## src/rtl/usb_acq_sched.sv

```systemverilog
// Acquisition scheduler and single-writer USB uplink arbiter: decodes host commands, fires
// triggers, frames ADC samples into packets and interleaves status replies at packet boundaries.
module usb_acq_sched #(
  parameter int unsigned LEN_W     = 14,
  parameter logic [15:0] HDR_WORD  = 16'hA55A,
  parameter logic [15:0] STAT_WORD = 16'h5AA5
) (
  input  logic        i_clk_sys,
  input  logic        i_rst,
  input  logic        i_cmd_come,
  input  logic [7:0]  i_cmd,
  input  logic [31:0] i_cmd_param,
  output logic        o_trig,
  input  logic        i_smp_valid,
  input  logic [15:0] i_smp_data,
  output logic        o_smp_ready,
  output logic        o_wr,
  output logic [15:0] o_wr_data,
  input  logic        i_full,
  output logic        o_busy,
  output logic [15:0] o_frame_cnt
);

  typedef enum logic [3:0] {
    StIdle, StTrig, StHdr0, StHdr1, StHdr2, StData, StCsum, StStat0, StStat1, StStat2
  } state_e;

  state_e             state_q, state_d;
  logic               stat_pend_q, stat_pend_d;
  logic               stop_q, stop_d;
  logic               run_q, run_d;
  logic [15:0]        tgt_q, tgt_d;
  logic [LEN_W-1:0]   len_q, len_d;
  logic [LEN_W-1:0]   smp_cnt_q, smp_cnt_d;
  logic [15:0]        csum_q, csum_d;
  logic [15:0]        idx_q, idx_d;
  logic [15:0]        frame_cnt_q, frame_cnt_d;

  logic        cmd_start, cmd_stop, cmd_status;
  logic        stat_now, stop_now;
  logic        word_pend, wr;
  logic [15:0] wr_data;
  logic [15:0] cnt_inc;
  logic        tgt_hit, tgt_hit_inc;
  logic        unused_param;

  assign unused_param = ^i_cmd_param[15:LEN_W];

  assign cmd_start  = i_cmd_come && (i_cmd == 8'h01);
  assign cmd_stop   = i_cmd_come && (i_cmd == 8'h02);
  assign cmd_status = i_cmd_come && (i_cmd == 8'h03);

  // Same-cycle commands count as already registered so STATUS+STOP are both honoured.
  assign stat_now = stat_pend_q | cmd_status;
  assign stop_now = stop_q | (cmd_stop & run_q);

  assign cnt_inc     = frame_cnt_q + 16'd1;
  assign tgt_hit     = (tgt_q != 16'd0) && (frame_cnt_q == tgt_q);
  assign tgt_hit_inc = (tgt_q != 16'd0) && (cnt_inc == tgt_q);

  always_comb begin
    word_pend = 1'b0;
    wr_data   = 16'h0000;
    unique case (state_q)
      StHdr0:  begin word_pend = 1'b1; wr_data = HDR_WORD; end
      StHdr1:  begin word_pend = 1'b1; wr_data = idx_q; end
      StHdr2:  begin word_pend = 1'b1; wr_data = {{(16-LEN_W){1'b0}}, len_q}; end
      StData:  begin word_pend = i_smp_valid; wr_data = i_smp_data; end
      StCsum:  begin word_pend = 1'b1; wr_data = csum_q; end
      StStat0: begin word_pend = 1'b1; wr_data = STAT_WORD; end
      StStat1: begin word_pend = 1'b1; wr_data = {14'b0, run_q, stop_q}; end
      StStat2: begin word_pend = 1'b1; wr_data = frame_cnt_q; end
      default: ;
    endcase
  end

  // Reset gates the combinational outputs so they drop in the reset cycle itself.
  assign wr          = word_pend && !i_full && !i_rst;
  assign o_wr        = wr;
  assign o_wr_data   = i_rst ? 16'h0000 : wr_data;
  assign o_smp_ready = (state_q == StData) && !i_full && !i_rst;
  assign o_trig      = (state_q == StTrig) && !i_rst;
  assign o_busy      = (state_q != StIdle) && !i_rst;
  assign o_frame_cnt = frame_cnt_q;

  always_comb begin
    state_d     = state_q;
    stat_pend_d = stat_pend_q | cmd_status;
    stop_d      = stop_now;
    run_d       = run_q;
    tgt_d       = tgt_q;
    len_d       = len_q;
    smp_cnt_d   = smp_cnt_q;
    csum_d      = csum_q;
    idx_d       = idx_q;
    frame_cnt_d = frame_cnt_q;
    unique case (state_q)
      StIdle: begin
        if (stat_now) begin
          state_d     = StStat0;
          stat_pend_d = 1'b0;
        end else if (cmd_start) begin
          state_d     = StTrig;
          tgt_d       = i_cmd_param[31:16];
          len_d       = (i_cmd_param[LEN_W-1:0] == '0) ? LEN_W'(1) : i_cmd_param[LEN_W-1:0];
          frame_cnt_d = 16'd0;
          stop_d      = 1'b0;
          run_d       = 1'b1;
        end
      end
      StTrig: begin
        smp_cnt_d = '0;
        csum_d    = 16'd0;
        state_d   = StHdr0;
      end
      StHdr0:  if (wr) state_d = StHdr1;
      StHdr1:  if (wr) state_d = StHdr2;
      StHdr2:  if (wr) state_d = StData;
      StData: begin
        if (wr) begin
          csum_d    = csum_q + i_smp_data;
          smp_cnt_d = smp_cnt_q + LEN_W'(1);
          if (smp_cnt_q == len_q - LEN_W'(1)) state_d = StCsum;
        end
      end
      StCsum: begin
        if (wr) begin
          frame_cnt_d = cnt_inc;
          idx_d       = idx_q + 16'd1;
          if (stat_now) begin
            state_d     = StStat0;
            stat_pend_d = 1'b0;
          end else if (stop_now || tgt_hit_inc) begin
            state_d = StIdle;
            run_d   = 1'b0;
            stop_d  = 1'b0;
          end else begin
            state_d = StTrig;
          end
        end
      end
      StStat0: if (wr) state_d = StStat1;
      StStat1: if (wr) state_d = StStat2;
      StStat2: begin
        if (wr) begin
          if (run_q && !stop_now && !tgt_hit) begin
            state_d = StTrig;
          end else begin
            state_d = StIdle;
            run_d   = 1'b0;
            stop_d  = 1'b0;
          end
        end
      end
      default: state_d = StIdle;
    endcase
  end

  always_ff @(posedge i_clk_sys) begin
    if (i_rst) begin
      state_q     <= StIdle;
      stat_pend_q <= 1'b0;
      stop_q      <= 1'b0;
      run_q       <= 1'b0;
      tgt_q       <= 16'd0;
      len_q       <= '0;
      smp_cnt_q   <= '0;
      csum_q      <= 16'd0;
      idx_q       <= 16'd0;
      frame_cnt_q <= 16'd0;
    end else begin
      state_q     <= state_d;
      stat_pend_q <= stat_pend_d;
      stop_q      <= stop_d;
      run_q       <= run_d;
      tgt_q       <= tgt_d;
      len_q       <= len_d;
      smp_cnt_q   <= smp_cnt_d;
      csum_q      <= csum_d;
      idx_q       <= idx_d;
      frame_cnt_q <= frame_cnt_d;
    end
  end

endmodule
```

## config.mk

```make
export PLATFORM = sky130hd
export DESIGN_NAME = usb_acq_sched
export DESIGN_NICKNAME = d
export VERILOG_FILES = /design/src/rtl/usb_acq_sched.sv
export SDC_FILE = /design/constraint.sdc
export NUM_CORES = 1
export LEC_CHECK = 0
export CAP_MARGIN = 5
export CELL_PAD_IN_SITES_DETAIL_PLACEMENT = 0
export CELL_PAD_IN_SITES_GLOBAL_PLACEMENT = 1
export CORE_MARGIN = 4
export CORE_UTILIZATION = 40
export CTS_BUF_LIST = sky130_fd_sc_hd__clkbuf_4
export DETAILED_ROUTE_END_ITERATION = 10
export HOLD_SLACK_MARGIN = 0.06
export PLACE_DENSITY_LB_ADDON = 0.1
export REMOVE_ABC_BUFFERS = 1
export SETUP_SLACK_MARGIN = 0.4
export SYNTH_ARGS = -nofsm -noshare
export SYNTH_HDL_FRONTEND = slang
export SYNTH_SLANG_ARGS = --single-unit
```

## constraint.sdc

```tcl
create_clock -name i_clk_sys -period 8.1 [get_ports i_clk_sys]
set_input_delay 2.43 -clock i_clk_sys [delete_from_list [all_inputs] [get_ports i_clk_sys]]
set_output_delay 2.43 -clock i_clk_sys [all_outputs]
set_load 0.005 [all_outputs]
```

==> results.ini, run 1 <==
[clock_network]
cts-buffers-inserted = 9
cts_tree = built
clockBufferDepth = 2
hold_buffers = 0
clkTransAtPathRegs_ps = 140
postCtsSetupBuffers = 0
cts-root-buf = clkbuf_4
ctsResizeCount = 0
cts_max_level = 3
clock_latency_ps = 490
cts.sinks = 99

[cells_and_area]
stdcell_area_um2 = 7790
fillCellCount = 1605
nNetsFinal = 1024
drive_gt1_frac = 0.0527
area.growth.synth_to_final_pct = 17.3

[synthesis]
synth_area_um2 = 6640
synth_seq_cells = 99
avgSynthCellArea_um2 = 7.49
seq_area_frac_synth = 0.299
synthCells = 886
ys_warn_count = 0
ys_types = 71
ys.flop_type = dfxtp_1
synth.area.top_cells = dfxtp_1, nand2_1, nor2_1
async_reset_ff_frac = 0
synthTopCellsByCount = nand2_1, nor2_1, dfxtp_1
synth_top_area_frac = 0.299
synth.most_common_cell = nand2_1
synth_top_area_cell = dfxtp_1
synth_edf_count = 0

[critical_path]
crit_start = i_smp_valid
rr_worst_depth = 8
end_kind = output port
path_cells = clkdlybuf4s50_1, nand2b_1, a21oi_1, o21bai_1, and2_1, clkdlybuf4s50_1
slowest_stage = clkdlybuf4s50_1
r2r_end = smp_cnt_q[13]$_SDFFE_PP0P_
crit_type = in2out
worst_ep_arrival_time_ps = 4220
worstPathRequired_ps = 5670
slowest_delay_ps = 480
rrSetupSlack_ps = 4760
worstReg2RegStart = state_q[0]$_SDFFE_PP0P_
start_kind = input pin
crit_top_cell = clkdlybuf4s50_1
crit_path_max_fanout = 4
crit_end = o_wr

[pwr]
totalPowerFinal_mw = 1.15
p_leak_nw = 2.70
power_frac_clock = 0.220
power_switching_uw = 444
pwr-share-comb = 0.341
internal_power_uw = 703
powerDensity_nw_per_um2 = 147
vdd_drop_max_mv = 0.0758
p_sw_frac = 0.387
p_seq_frac = 0.439

[timing]
fin_tns_setup_ps = 0
tightestPinTransition_ps = 1250
hold_viol_final = 0
rsz0062_at_grt = false
slew_headroom = 0.163
fmax_mhz = 150
slew_viol_final = 0
period_minus_slack_ps = 6650
finalSetupViolCount = 0
skew_ps = 25.1
min_period_over_period = 0.821

[run_status]
status = finished, final reports clean

[worst_hold_path]
hold_class = reg2reg
worstHoldStart = tgt_q[7]$_SDFFE_PP0P_

[job]
cap_violations = 0

[routing]
antenna_left = 0
drt_iter0_drc = 498
wirelength_um = 21000
vias_per_cell = 5.70
drc = 0
wire_per_inst_um = 18.0
drtPass1Iterations = 4
via_count = 6652

[die]
initial_core_util = 0.413
die_h_um = 137
die_w_um = 137
core_region_area_um2 = 16100
ios = 97
die_area_um2 = 18700
placementRows = 46

[place]
place_hpwl_um = 15900
place_congestion = 0.874
numPortBuffers = 94
place_area_um2 = 7660

[global_route]
antenna_found_initial = 0
grt_pass1_vias = 6357
grtUsageTotal = 0.227
grt-ovfl-total = 0
grt_start_max_net_pins = 46
grt_pass1_wl_um = 33300

==> cell usage in the layout, fill, tap and decap left out, types with 4 or more instances in the layout <==
cell	netlist	routed
o21ai_0	51	51
clkdlybuf4s50_1	0	93
a22oi_1	22	22
inv_1	20	20
o21bai_1	5	5
nand3_1	25	25
mux2i_1	12	12
xor2_1	40	40
a21oi_1	65	65
or3_1	12	12
a31oi_1	12	12
a21o_1	5	5
a211oi_1	9	9
ha_1	19	19
a221oi_1	5	5
clkbuf_4	0	10
nand2_1	118	118
and3_1	15	15
nand4_1	20	20
nor3_1	22	22
nand2b_1	6	6
o22ai_1	4	4
buf_4	4	8
mux2_2	4	4
nor2_1	111	111
a22o_1	4	4
xnor2_1	46	46
dfxtp_1	99	99
nor4_1	11	10
==> metal layers <==
| layer | vias to the layer above | GRT usage | routed length, µm |
|---|---|---|---|
| li1 | 3253 | - | - |
| met1 | 3184 | 0.306 | 9420 |
| met2 | 180 | 0.363 | 9830 |
| met3 | 35 | 0.0485 | 1150 |
| met4 | 0 | 0.0721 | 561 |
| met5 | - | 0 | 0 |
==> state kept, by name, indices dropped and copies added, names as in the netlist <==
signal,count
csum_q,16
idx_q,16
o_frame_cnt,16
tgt_q,16
len_q,14
smp_cnt_q,14
state_q,4
run_q,1
stat_pend_q,1
stop_q,1
==> power by group through the flow <==
stage | Combinational (mW) | Clock, mW | Sequential, mW
after floorplan | 0.211 | 0 | 0.537
after global placement | 0.384 | 0 | 0.514
after detailed placement | 0.385 | 0 | 0.514
after CTS | 0.386 | 0.268 | 0.504
after global routing | 0.425 | 0.288 | 0.505
final | 0.391 | 0.253 | 0.503
==> critical path: cells and delay by family <==
kind	cells	cell delay, ps
buffers and inverters	2	910
AOI/OAI and AO/OA	2	460
and+or+nand+nor	2	410
==> worst min path at each step <==
stage | end | slack, ps | cells after the start
global route | csum_q[12]$_SDFFE_PP0P_ | 520 | 2
finish | tgt_q[7]$_SDFFE_PP0P_ | 500 | 2
floorplan | len_q[13]$_SDFFE_PP0P_ | 450 | 2
CTS | tgt_q[7]$_SDFFE_PP0P_ | 500 | 2
global placement | csum_q[12]$_SDFFE_PP0P_ | 470 | 2
detailed placement | tgt_q[7]$_SDFFE_PP0P_ | 480 | 2
==> stage by stage <==
step           utilization  hold WS, ps  worst slack (ps)  cells
2_1_floorplan            -          448              2220    830
3_3_place_gp         0.477          469              1460   1148
3_5_place_dp         0.477          478              1460   1148
4_1_cts              0.485          497              1450   1164
5_1_grt              0.485          522              1360   1164
6_report             0.485          495              1450   1166
==> cell type report <==
type | count | area, µm² | share of cell area
diodes | 2 | 5.00 | 0.000643
well taps | 216 | 270 | 0.0347
flip-flops and latches | 99 | 1980 | 0.255
inverters | 22 | 82.6 | 0.0106
clock buffers | 10 | 75.1 | 0.00964
clock inverters | 6 | 47.5 | 0.00611
multi-input cells | 709 | 4330 | 0.556
repair buffers | 102 | 996 | 0.128
==> kinds of logic (layout without fill, tap and decap cells) <==
group                      after synthesis  after routing  synth area share
adders and majority gates               20             20            0.0388
muxes                                   16             16            0.0249
buffers and inverters                   78            140            0.0502
xor gates and xnor gates                86             86             0.114
other                                    0              2                 0
DFF                                     99             99             0.299
and+or+nand+nor                        373            373             0.268
AOI/OAI and AO/OA                      214            214             0.206
Power figures use the tool's default switching activity.
==> run 2, diff against run 1 <==
Settings changed: CORE_UTILIZATION 40 to 37.
Clock period 8.1 ns to 6 ns, I/O delays scaled along.
==> results.ini, run 2 (synthesis gave the netlist of run 1 again) <==
[run_status]
status = finished, final reports clean  ; unchanged

[global_route]
antenna_found_initial = 1  ; was 0
grt_pass1_wl_um = 34100  ; was 33,300 µm
grt-ovfl-total = 0  ; unchanged
grt_start_max_net_pins = 59  ; was 46
grtUsageTotal = 0.214  ; was 0.227
grt_pass1_vias = 6390  ; was 6,357

[clock_network]
cts.sinks = 99  ; unchanged
hold_buffers = 0  ; unchanged
cts-root-buf = clkbuf_4  ; unchanged
ctsResizeCount = 0  ; unchanged
cts-buffers-inserted = 9  ; unchanged
clock_latency_ps = 490  ; about the same
postCtsSetupBuffers = 0  ; unchanged
clkTransAtPathRegs_ps = 160  ; was 140 ps
cts_tree = built  ; unchanged
clockBufferDepth = 2  ; unchanged
cts_max_level = 3  ; unchanged

[pwr]
totalPowerFinal_mw = 1.63  ; was 1.15 mW
vdd_drop_max_mv = 0.102  ; was 0.0758 mV
p_leak_nw = 2.73  ; was 2.70 nW
powerDensity_nw_per_um2 = 207  ; was 147 nW/µm²

[place]
dp.cells = 1160  ; was 1,148
place_congestion = 0.895  ; was 0.874
numPortBuffers = 94  ; unchanged
place_area_um2 = 7700  ; was 7660 µm²
place_hpwl_um = 16500  ; was 15,900 µm

[critical_path]
crit_end = o_wr_data[10]  ; was o_wr
crit_type = in2out  ; unchanged
worstReg2RegStart = state_q[1]$_SDFFE_PP0P_  ; was state_q[0]$_SDFFE_PP0P_
crit_start = i_rst  ; was i_smp_valid
end_kind = output port  ; unchanged
r2r_end = smp_cnt_q[13]$_SDFFE_PP0P_  ; unchanged
slowest_stage = clkdlybuf4s50_1  ; unchanged
worst_ep_arrival_time_ps = 3600  ; was 4220 ps
path_cells = buf_2, inv_1, o21ai_1, buf_4, nor2_1, clkdlybuf4s50_1  ; was clkdlybuf4s50_1, nand2b_1, a21oi_1, o21bai_1, and2_1, clkdlybuf4s50_1
start_kind = input pin  ; unchanged
worstPathRequired_ps = 4200  ; was 5670 ps
slowest_delay_ps = 470  ; was 480 ps
crit_path_max_fanout = 20  ; was 4
rr_worst_depth = 8  ; unchanged
rrSetupSlack_ps = 2790  ; was 4760 ps

[die]
ios = 97  ; unchanged
initial_core_util = 0.381  ; was 0.413
die_area_um2 = 20100  ; was 18,700 µm²
placementRows = 48  ; was 46
die_h_um = 142  ; was 137 µm
core_region_area_um2 = 17400  ; was 16,100 µm²
die_w_um = 142  ; was 137 µm

[cells_and_area]
final_common_cell = nand2_1  ; unchanged
fillCellCount = 1803  ; was 1,605
nNetsFinal = 1027  ; was 1,024
stdcell_area_um2 = 7850  ; was 7790 µm²
area.growth.synth_to_final_pct = 18.3  ; was 17.3%
fin_cells = 1175  ; was 1,166
drive_gt1_frac = 0.0548  ; was 0.0527
final_cell_mix = nand2_1, nor2_1, dfxtp_1  ; unchanged
postLayoutCoreUtil = 0.451  ; was 0.485

[routing]
drtPass1Iterations = 5  ; was 4
vias_per_cell = 5.70  ; about the same
wirelength_um = 21700  ; was 21,000 µm
drc = 0  ; unchanged
antenna_left = 0  ; unchanged
drt_iter0_drc = 463  ; was 498
via_count = 6692  ; was 6,652
wire_per_inst_um = 18.5  ; was 18.0 µm

[timing]
slew_viol_final = 0  ; unchanged
min_period_over_period = 0.900
tightestPinTransition_ps = 1070  ; was 1250 ps
fin_tns_setup_ps = 0  ; unchanged
hold_viol_final = 0  ; unchanged
skew_ps = 17.8  ; was 25.1 ps
fmax_mhz = 185
period_minus_slack_ps = 5400
slew_headroom = 0.280  ; was 0.163
rsz0062_at_grt = false  ; unchanged
finalSetupViolCount = 0  ; unchanged

[job]
cap_violations = 0  ; unchanged

[worst_hold_path]
hold_class = reg2reg  ; unchanged
worstHoldStart = csum_q[12]$_SDFFE_PP0P_  ; was tgt_q[7]$_SDFFE_PP0P_

==> run 2: changes by cell type in the layout (fill, tap and decap cells not counted), sizes merged <==
cell      before  now
inv           25   23
diode          2    1
clkinvlp       0    1
buf            9   12
bufinv         0    2
clkinv         3    0
==> run 2: routing by layer <==
layer / vias up / wire length, µm / track usage / part of all wire
met5: - / 0 / 0 / 0
met4: 0 / 573 / 0.0702 / 0.026
met3: 43 / 1020 / 0.0293 / 0.047
met2: 186 / 10200 / 0.356 / 0.47
met1: 3200 / 9950 / 0.287 / 0.46
li1: 3263 / - / - / -
==> run 2: cell type report <==
cell class	count	area [µm²]	share of cell area
Multi-Input combinational cell	709	4330	0.552
Sequential cell	99	1980	0.252
Timing Repair Buffer	105	1020	0.130
Tap cell	225	282	0.0359
Inverter	22	82.6	0.0105
Clock inverter	4	76.3	0.00972
Clock buffer	10	75.1	0.00956
Antenna cell	1	2.50	0.000319
==> run 2: how the worst min path moves through the flow <==
stage / depth (start not counted) / slack, ps / to
finish: 2 / 490 / csum_q[12]$_SDFFE_PP0P_
global route: 2 / 540 / tgt_q[7]$_SDFFE_PP0P_
CTS: 2 / 500 / tgt_q[4]$_SDFFE_PP0P_
detailed placement: 2 / 480 / tgt_q[4]$_SDFFE_PP0P_
global placement: 2 / 470 / csum_q[12]$_SDFFE_PP0P_
floorplan: 2 / 450 / len_q[13]$_SDFFE_PP0P_
==> run 2: worst max-delay path, delay by kind of cell <==
| kind | cells | cell delay, ps |
|---|---|---|
| buf+inv | 4 | 1320 |
| simple gates | 1 | 50 |
| compound gates | 1 | 400 |
==> run 2: power breakdown <==
part	total [mW]	switching [mW]	internal, mW
logic	0.522	0.331	0.191
clock network	0.406	0.236	0.171
registers	0.698	0.0300	0.668
total	1.63	0.597	1.03
==> run 2: through the flow <==
| stage | setup slack [ps] | hold slack (ps) |
|---|---|---|
| floorplan | 746 | 448 |
| detailed placement | 599 | 479 |
| finish | 600 | 494 |
| global placement | 620 | 469 |
| CTS | 599 | 500 |
| global route | 520 | 536 |
